$ cat config.mk
export PLATFORM = sky130hd
export DESIGN_NAME = uart_rx_fifo
export DESIGN_NICKNAME = d
export VERILOG_FILES = /design/src/rtl/uart_rx_fifo.sv
export SDC_FILE = /design/constraint.sdc
export NUM_CORES = 1
export LEC_CHECK = 0
export BUFFER_PORTS_ARGS = -buffer_cell sky130_fd_sc_hd__buf_2
export CAP_MARGIN = 30
export CORE_UTILIZATION = 64
export DETAILED_ROUTE_END_ITERATION = 8
export PLACE_DENSITY = 0.85
export REMOVE_ABC_BUFFERS = 1
export SETUP_SLACK_MARGIN = 0.05
export SLEW_MARGIN = 20
export SYNTH_ARGS = -nofsm -noshare
export SYNTH_HDL_FRONTEND = slang
export SYNTH_SLANG_ARGS = --single-unit
$ cat constraint.sdc
create_clock -name clk_i -period 4.1 [get_ports clk_i]
set_input_delay 0.205 -clock clk_i [delete_from_list [all_inputs] [get_ports clk_i]]
set_output_delay 0.205 -clock clk_i [all_outputs]
set_load 0.005 [all_outputs]
$ cat src/rtl/uart_rx_fifo.sv
// uart_rx_fifo
// Receive buffer that sits directly after the UART receiver. Each byte arrives
// on a one-cycle strobe and is stored in a circular register-array FIFO. The
// oldest byte is always visible on rd_data_o (show-ahead). The block also
// reports fill level, a watermark interrupt, a sticky overflow flag and an
// optional character-timeout interrupt.
//
// Optional feature macro: UART_RX_FIFO_TIMEOUT_EN
//   defined   -> 16-bit idle counter drives timeout_irq_o
//   undefined -> timeout_irq_o is tied low and timeout_i is ignored
// The port list is the same in both builds.
//
// DEPTH must be a power of two in the range 2..256. The pointers then wrap
// naturally, and level needs one more bit than the pointers.

module uart_rx_fifo #(
    parameter int DEPTH = 16,
    localparam int AW = $clog2(DEPTH)
) (
    input  logic          clk_i,
    input  logic          rst_ni,
    input  logic          rx_dv_i,
    input  logic [7:0]    rx_byte_i,
    input  logic          rd_en_i,
    output logic [7:0]    rd_data_o,
    input  logic          fifo_clr_i,
    input  logic [AW:0]   watermark_i,
    input  logic          ovf_clr_i,
    input  logic [15:0]   timeout_i,
    output logic [AW:0]   level_o,
    output logic          empty_o,
    output logic          full_o,
    output logic          wm_irq_o,
    output logic          ovf_o,
    output logic          timeout_irq_o
);

    localparam logic [AW:0]   FULL_LEVEL = (AW+1)'(DEPTH);
    localparam logic [AW:0]   LEVEL_ONE  = (AW+1)'(1);
    localparam logic [AW-1:0] PTR_ONE    = AW'(1);

    logic [7:0]    r_mem [DEPTH];
    logic [AW-1:0] r_wrPtr;
    logic [AW-1:0] r_rdPtr;
    logic [AW:0]   r_level;
    logic          r_ovf;
    logic          r_written;

    logic          w_empty;
    logic          w_full;
    logic          w_pop;
    logic          w_push;
    logic          w_drop;

    assign w_empty = (r_level == '0);
    assign w_full  = (r_level == FULL_LEVEL);

    // A flush discards everything in its cycle. A pop needs data. A push into a
    // full FIFO is still accepted if a pop frees the head slot in the same cycle.
    assign w_pop  = rd_en_i && !w_empty && !fifo_clr_i;
    assign w_push = rx_dv_i && !fifo_clr_i && (!w_full || w_pop);
    assign w_drop = rx_dv_i && !fifo_clr_i && w_full && !w_pop;

    // Storage is deliberately not reset. A byte strobed while reset is active
    // is lost because the pointers are held at zero.
    always_ff @(posedge clk_i) begin
        if (w_push) begin
            r_mem[r_wrPtr] <= rx_byte_i;
        end
    end

    // Pointer and level bookkeeping. A flush has priority over push and pop.
    always_ff @(posedge clk_i or negedge rst_ni) begin
        if (!rst_ni) begin
            r_wrPtr <= '0;
            r_rdPtr <= '0;
            r_level <= '0;
        end else if (fifo_clr_i) begin
            r_wrPtr <= '0;
            r_rdPtr <= '0;
            r_level <= '0;
        end else begin
            if (w_push) begin
                r_wrPtr <= r_wrPtr + PTR_ONE;
            end
            if (w_pop) begin
                r_rdPtr <= r_rdPtr + PTR_ONE;
            end
            case ({w_push, w_pop})
                2'b10:   r_level <= r_level + LEVEL_ONE;
                2'b01:   r_level <= r_level - LEVEL_ONE;
                default: r_level <= r_level;
            endcase
        end
    end

    // Tracks whether any byte has been stored since reset. The read port then
    // shows zero after reset without clearing the storage array.
    always_ff @(posedge clk_i or negedge rst_ni) begin
        if (!rst_ni) begin
            r_written <= 1'b0;
        end else if (w_push) begin
            r_written <= 1'b1;
        end
    end

    // Sticky overflow flag. A dropped byte beats a clear in the same cycle.
    always_ff @(posedge clk_i or negedge rst_ni) begin
        if (!rst_ni) begin
            r_ovf <= 1'b0;
        end else if (w_drop) begin
            r_ovf <= 1'b1;
        end else if (ovf_clr_i) begin
            r_ovf <= 1'b0;
        end
    end

`ifdef UART_RX_FIFO_TIMEOUT_EN
    logic [15:0] r_idleCnt;
    logic        r_timeoutIrq;

    // Idle counter. Any FIFO activity or an empty FIFO restarts it, and it
    // saturates instead of wrapping.
    always_ff @(posedge clk_i or negedge rst_ni) begin
        if (!rst_ni) begin
            r_idleCnt <= '0;
        end else if (fifo_clr_i || w_push || w_pop || w_empty) begin
            r_idleCnt <= '0;
        end else if (r_idleCnt != 16'hFFFF) begin
            r_idleCnt <= r_idleCnt + 16'd1;
        end
    end

    // Timeout flag. It sets timeout_i cycles after the last activity and stays
    // set until a pop or a flush. A new push does not clear it.
    always_ff @(posedge clk_i or negedge rst_ni) begin
        if (!rst_ni) begin
            r_timeoutIrq <= 1'b0;
        end else if (fifo_clr_i || w_pop) begin
            r_timeoutIrq <= 1'b0;
        end else if ((timeout_i != 16'd0) && (r_idleCnt == timeout_i - 16'd1)) begin
            r_timeoutIrq <= 1'b1;
        end
    end

    assign timeout_irq_o = r_timeoutIrq;
`else
    logic w_unusedTimeout;

    assign w_unusedTimeout = ^timeout_i;
    assign timeout_irq_o   = 1'b0;
`endif

    // Every status output comes from registered state only, so there is no
    // combinational path from the strobes to the interrupt controller.
    assign rd_data_o = r_written ? r_mem[r_rdPtr] : 8'h00;
    assign level_o   = r_level;
    assign empty_o   = w_empty;
    assign full_o    = w_full;
    assign ovf_o     = r_ovf;
    assign wm_irq_o  = (watermark_i != '0) && (r_level >= watermark_i);

endmodule
==> results of run 1 <==
[report_power, final]
| part | leakage, nW | internal [mW] | switching (mW) |
|---|---|---|---|
| sequential | 1.35 | 1.63 | 0.0897 |
| combinational | 0.894 | 0.389 | 0.403 |
| clock | 0.299 | 0.999 | 0.602 |
| total | 2.54 | 3.02 | 1.10 |
[kinds of logic after synthesis]
family	Yosys count	share of synthesized area
adders and majority gates	14	0.0296
DFF	143	0.683
AOI/OAI and AO/OA	63	0.0658
other	1	0.000607
and+or+nand+nor	76	0.0650
xor gates and xnor gates	5	0.00709
muxes	41	0.125
buffers and inverters	37	0.0243
[sequential cells by signal, summed over array words and instances (netlist names)]
signal / cells
r_mem: 128
r_wrPtr: 4
r_written: 1
level_o: 5
r_rdPtr: 4
ovf_o: 1
[final timing paths]
| path | start | to | slack (ns) | cells after the start |
|---|---|---|---|---|
| worst max-delay path | level_o[1] | level_o[4] | 1.06 | 9 |
| worst min-delay path | fifo_clr_i | r_wrPtr[2] | 0.08 | 2 |
| worst max register to register | level_o[1] | level_o[4] | 1.06 | 9 |
| worst min register to register | ovf_o | ovf_o | 0.51 | 1 |
| max in group asynchronous | rst_ni | r_rdPtr[0] | 3.66 | 2 |
| min in group asynchronous | rst_ni | level_o[0] | 0.14 | 2 |
[routing by layer]
layer	wire [um]	up-vias	global-route usage	share of wire
met5	0	-	0	0
met4	442	0	0.133	0.034
met3	948	43	0.0655	0.072
met2	6810	212	0.471	0.52
met1	4910	1848	0.354	0.37
li1	-	1577	-	-
[worst reg2reg max path, stage by stage (launching register included)]
cell       delay [ns]
dfrtp_1          0.45
or4_1            0.75
o21ai_1          0.43
or2_2            0.21
inv_1            0.08
ha_1             0.36
nand2b_1         0.07
o2bb2ai_1        0.18
or3_1            0.37
nand4_1          0.09
[per-stage QoR]
step | cell area [um2] | power, mW | hold WS, ns
global route | 7160 | 4.26 | 0.0726
global placement | 6490 | 2.47 | 0.134
floorplan | 6090 | 2.26 | -0.0906
detailed placement | 6520 | 2.53 | 0.142
finish | 7160 | 4.12 | 0.0752
CTS | 7160 | 4.13 | 0.0561
[cells in the mapped netlist, drive strengths merged]
cell type  number  share of area
a211o           2         0.0028
a211oi          3         0.0036
a21oi          25          0.020
a22oi          11          0.013
a32o            1         0.0016
and2            9         0.0091
and3            3         0.0030
buf             9         0.0073
clkbuf         10         0.0061
clkinv          1        0.00061
conb            1        0.00061
dfrtp          15          0.061
edfxtp        128           0.62
fa              1         0.0032
ha             13          0.026
inv            17          0.010
mux2            4         0.0079
mux2i           9          0.015
mux4           28           0.10
nand2          10         0.0061
nand2b          6         0.0061
nand3           6         0.0049
nand4           1         0.0010
nor2           21          0.013
nor2b           4         0.0041
nor3            1         0.0016
nor3b           2         0.0024
nor4            5         0.0051
nor4b           1         0.0014
o211ai          3         0.0036
o21ai           9         0.0079
o21bai          2         0.0024
o22ai           4         0.0063
o2bb2ai         1         0.0014
o31ai           2         0.0024
or2             3         0.0030
or3             2         0.0020
or4             2         0.0024
xnor2           2         0.0028
xor2            3         0.0043
[cell type report]
class	instances	area [um2]	share of cell area
multi-input combinational	200	1830	0.256
inverter	18	67.6	0.00944
sequential	143	4220	0.590
timing repair buffer	44	255	0.0357
clock buffer	17	414	0.0579
tap	129	161	0.0225
clock inverter	14	206	0.0288
==> out/summary.txt, run 1 <==
RUN STATUS
-------------------------------------------------------------------------------
Result of the run ................................................ finished clean

STA
-------------------------------------------------------------------------------
Total of endpoints with negative setup slack in the final report .            0
Final Hold Vio Count .............................................            0
Max-slew violation count .........................................            0
Clock tree skew after final layout ...............................   0.00519 ns
Relative slew slack ..............................................        0.422
Top achievable clock speed .......................................      329 MHz
Setup TNS Final ..................................................         0 ns
RSZ-0062 raised after global routing .............................           no
Post-route fraction of the period consumed by the critical path ..        0.741
Transition time at the pin with the least slew margin ............     0.864 ns
Tmin final .......................................................      3.04 ns
Final worst-path setup slack .....................................      1.06 ns

LOGIC SYNTHESIS
-------------------------------------------------------------------------------
Register area share after synthesis ..............................        0.683
Cell area after synthesis ........................................     6180 um2
YS warnings ......................................................            0
Post-synthesis instance total ....................................          380
Yosys cell types .................................................           46
Average cell area after synthesis ................................     16.3 um2
Register bit count reported by yosys .............................          143

CTS
-------------------------------------------------------------------------------
CTS Buf Count ....................................................           17
Maximum count of clock buffers along a single path ...............            2
Later-pin clock latency in the skew report .......................      0.51 ns
Number of H-tree levels ..........................................            4
Clock Pin Slew Worst Setup and Hold Paths ........................      0.06 ns
Post-cts hold buffer count .......................................            2
Number of setup buffers added after CTS ..........................            0
Gates resized, CTS repair ........................................            0
CTS tree .........................................................         done
Number of sinks on the clock net .................................          143
Root Buffer Master ...............................................     clkbuf_8

CELLS AND AREA
-------------------------------------------------------------------------------
Layout fillers ...................................................          529
Fraction of layout cells with a size suffix above 1 ..............        0.259
Final instance count without filler cells ........................          565
Layout Area Growth over Synthesis ................................        15.9%
Leading cell type in the layout, fill and taps excluded ..........     edfxtp_1
Commonest cells after routing, fill and taps aside ............... edfxtp_1, buf_2, mux4_2
Number of nets in the layout .....................................          473
Layout Utilization ...............................................        0.771
Diodes inserted ..................................................            0

SETUP PATH
-------------------------------------------------------------------------------
Crit path required time ..........................................      4.55 ns
Critical path peak fanout ........................................            8
Number of buffers and inverters on the critical path .............            1
Slowest library cell on the worst path ...........................        or4_1
Critical path launch point type ..................................         flop
Critical path class .............................................. flop to flop
Critical Path Sink Type ..........................................         flop
Top Family by Delay on Critical Path ............................. simple AND/OR/NAND/NOR gates
Arrival time at the worst endpoint ...............................      3.49 ns
Critical-path cell list .......................................... or4_1, o21ai_1, or2_2, inv_1, ha_1, nand2b_1, o2bb2ai_1, or3_1, nand4_1
Slowest stage delay, CP ..........................................      0.74 ns

GLOBAL ROUTE
-------------------------------------------------------------------------------
Antenna violations before repair .................................            0
Largest net degree at the start of global routing ................           33
Global-route wire length before repair ...........................      20.0 mm
Total track usage ................................................        0.282
Total overflow reported by the global router .....................            0
Via count of the first global-routing pass .......................         3716

PLACEMENT
-------------------------------------------------------------------------------
Final weighted congestion in routability-driven placement ........        0.867
Placed wire-length estimate after detailed placement .............      8.03 mm
Placed Instances .................................................          532
Post-Place Setup Slack ...........................................      1.10 ns
Buffers on Ports .................................................           35

PWR
-------------------------------------------------------------------------------
Leakage power ....................................................      2.54 nW
Power density over the cells .....................................   575 nW/um2
Worst vdd ir .....................................................       404 uV

DETAILED ROUTING
-------------------------------------------------------------------------------
Vias per cell ....................................................         6.51
Starting DRC count in detailed routing ...........................          312
DRT Wirelength ...................................................      13.1 mm
TritonRoute pass-1 iters .........................................            5
Vias .............................................................         3680
# DRC ............................................................            0
DR WL/cell .......................................................      23.2 um
Post-detailed-route count of antenna-violating nets ..............            0

FLOORPLANNING
-------------------------------------------------------------------------------
Die H ............................................................       100 um
Floorplan die area ...............................................    10000 um2
Number of rows in the core area ..................................           35
I/O Pins .........................................................           53
Initial core utilization .........................................        0.665
Core Box Area ....................................................     9280 um2
Die W ............................................................       100 um

JOB
-------------------------------------------------------------------------------
Number of maximum-capacitance constraint violations ..............            0

HOLD PATH
-------------------------------------------------------------------------------
Path type of the worst min-delay path ............................ input port to flop

(Power assumes the default switching activity.)
==> run 2, diff against run 1 <==
Settings changed: CORE_UTILIZATION 64 to 53, PLACE_DENSITY 0.85 to 0.75.
Clock period 4.1 ns to 2.7 ns, I/O delays scaled along.
==> out/summary.txt, run 2 (synthesis results as in run 1) <==
JOB
-------------------------------------------------------------------------------
Number of maximum-capacitance constraint violations ..............            0   unchanged

SETUP PATH
-------------------------------------------------------------------------------
Register-to-Register Path Depth ..................................            9   unchanged
Arrival time at the worst endpoint ...............................      2.84 ns   -0.65 ns
Critical path peak fanout ........................................            7   -1
Worst r2r src ....................................................   level_o[0]
Critical path class .............................................. flop to flop
Critical Path Sink Type ..........................................         flop
Crit path required time ..........................................      3.05 ns   -1.50 ns
Critical path launch point type ..................................         flop
Setup slack, reg-to-reg ..........................................      0.22 ns   -0.85 ns
FF-to-FF End .....................................................   level_o[4]

DETAILED ROUTING
-------------------------------------------------------------------------------
Starting DRC count in detailed routing ...........................          226   -28%
DR WL/cell .......................................................      21.0 um   -9.6%
Post-detailed-route count of antenna-violating nets ..............            0   unchanged
Vias per cell ....................................................         5.96   -8.5%
TritonRoute pass-1 iters .........................................            5   unchanged
Vias .............................................................         3516   -4.5%
DRT Wirelength ...................................................      12.4 mm   -5.6%
# DRC ............................................................            0   unchanged

GLOBAL ROUTE
-------------------------------------------------------------------------------
Antenna violations before repair .................................            0   unchanged
Via count of the first global-routing pass .......................         3566   -4.0%
Total overflow reported by the global router .....................            0   unchanged
Global-route wire length before repair ...........................      18.7 mm   -6.5%
Total track usage ................................................        0.224   -0.0587
Largest net degree at the start of global routing ................           31   -6.1%

HOLD PATH
-------------------------------------------------------------------------------
End point of the most critical hold path .........................   level_o[3]
Path type of the worst min-delay path ............................ input port to flop
Number of cells on the worst hold path ...........................            3   +1
Origin of the worst min-delay path ...............................   fifo_clr_i

STA
-------------------------------------------------------------------------------
Worst hold margin ................................................    0.0905 ns   +0.0154 ns
Relative slew slack ..............................................        0.503   +0.0815
Setup TNS Final ..................................................         0 ns   unchanged
Final Hold Vio Count .............................................            0   unchanged
RSZ-0062 raised after global routing .............................           no
Max-slew violation count .........................................            0   unchanged
Post-route fraction of the period consumed by the critical path ..        0.920   +0.179
Clock tree skew after final layout ...............................   0.00712 ns   +0.00194 ns
Transition time at the pin with the least slew margin ............     0.739 ns   -0.125 ns
Total of endpoints with negative setup slack in the final report .            0   unchanged
Tmin final .......................................................      2.48 ns   -0.553 ns
Top achievable clock speed .......................................      402 MHz   +22%

CELLS AND AREA
-------------------------------------------------------------------------------
Commonest cells after routing, fill and taps aside ............... edfxtp_1, buf_2, mux4_2
Multi-input logic area ...........................................     1870 um2   +2.0%
Layout fillers ...................................................          799   +51%
Leading cell type in the layout, fill and taps excluded ..........     edfxtp_1
Layout Area Growth over Synthesis ................................        17.3%
Sequential cell area in the final layout .........................     4220 um2   about the same
Number of flip-flops in the largest register .....................          128   unchanged
Fraction of layout cells with a size suffix above 1 ..............        0.277   +0.0182
Diodes inserted ..................................................            0   unchanged
Number of nets in the layout .....................................          483   +2.1%
Register with the most flip-flops ................................        r_mem

FLOORPLANNING
-------------------------------------------------------------------------------
Number of rows in the core area ..................................           39   +11%
Core Box Area ....................................................    11400 um2   +22%
Floorplan die area ...............................................    12100 um2   +20%
I/O Pins .........................................................           53   unchanged
Die H ............................................................       110 um   +9.7%
Die W ............................................................       110 um   +9.7%
Initial core utilization .........................................        0.543   -0.122

CTS
-------------------------------------------------------------------------------
Number of sinks on the clock net .................................          143   unchanged
Number of H-tree levels ..........................................            4   unchanged
Number of setup buffers added after CTS ..........................            0   unchanged
Later-pin clock latency in the skew report .......................      0.42 ns   -0.09 ns
Maximum count of clock buffers along a single path ...............            2   unchanged
CTS tree .........................................................         done
CTS Buf Count ....................................................           17   unchanged
Clock Pin Slew Worst Setup and Hold Paths ........................      0.06 ns   about the same
Root Buffer Master ...............................................    clkbuf_16

PWR
-------------------------------------------------------------------------------
Worst vdd ir .....................................................       540 uV   +34%
Power density over the cells .....................................   845 nW/um2   +47%
Leakage power ....................................................      2.57 nW   +1.1%

PLACEMENT
-------------------------------------------------------------------------------
Buffers on Ports .................................................           35   unchanged
Final weighted congestion in routability-driven placement ........        0.834   -3.8%
Placed wire-length estimate after detailed placement .............      7.77 mm   -3.3%

RUN STATUS
-------------------------------------------------------------------------------
Result of the run ................................................ finished clean

[run 2: cell types whose count changed in the layout (fill, tap and decap cells not counted), sizes merged]
cell      before  now
bufinv         4    0
clkinv         4    7
inv           22   25
buf           42   52
clkinvlp       2    1
[run 2: per-layer routing]
metal	global-route usage	share of wire
met1	0.262	0.40
met2	0.397	0.53
met3	0.0551	0.048
met4	0.0819	0.019
met5	0	0
[run 2: power breakdown]
part / internal [mW] / switching, mW / leakage [nW]
clock: 1.22 / 0.998 / 0.277
combinational: 0.660 / 0.624 / 0.944
sequential: 2.48 / 0.138 / 1.35
total: 4.36 / 1.76 / 2.57
[run 2: worst max-delay path by stage]
stage	startpoint	to	slack, ns	cells after the start
after global placement	level_o[0]	level_o[4]	0.27	9
after CTS	r_rdPtr[0]	rd_data_o[0]	0.1	4
final	level_o[0]	level_o[4]	0.22	9
after global routing	level_o[0]	level_o[4]	0.12	9
after detailed placement	level_o[0]	r_mem[11][3]	0.15	5
after floorplan	level_o[1]	level_o[4]	0.02	9
[run 2: layout make-up]
class,count,share of cell area
Clock inverter,15,0.0200
Tap cell,143,0.0247
Timing Repair Buffer,54,0.0463
Sequential cell,143,0.583
Clock buffer,17,0.0587
Inverter,18,0.00932
Multi-Input combinational cell,200,0.258
[run 2: repair_timing]
item / in CTS / in global routing
hold endpoints to repair: 16 / 0
resized for setup: 0 / 3
setup endpoints to repair: 0 / 48
hold buffers: 2 / 0
[run 2: metrics by stage]
step	cell area [um2]	util	total power [mW]	cells	setup WS, ns
2_1_floorplan	6090	-	3.43	361	0.0187
3_3_place_gp	6620	0.582	3.88	556	0.275
3_5_place_dp	6630	0.583	3.92	556	0.152
4_1_cts	7220	0.635	6.14	590	0.0999
5_1_grt	7250	0.637	6.37	590	0.117
6_report	7250	0.637	6.12	590	0.215
[run 2: worst max-delay path, cell delays in order (launching register included)]
cell and delay (ns):
dfrtp_1 0.45, or4_1 0.56, o21ai_1 0.17, or2_2 0.15
inv_1 0.09, ha_4 0.31, nand2b_1 0.06, o2bb2ai_1 0.18
or3_1 0.36, nand4_1 0.09
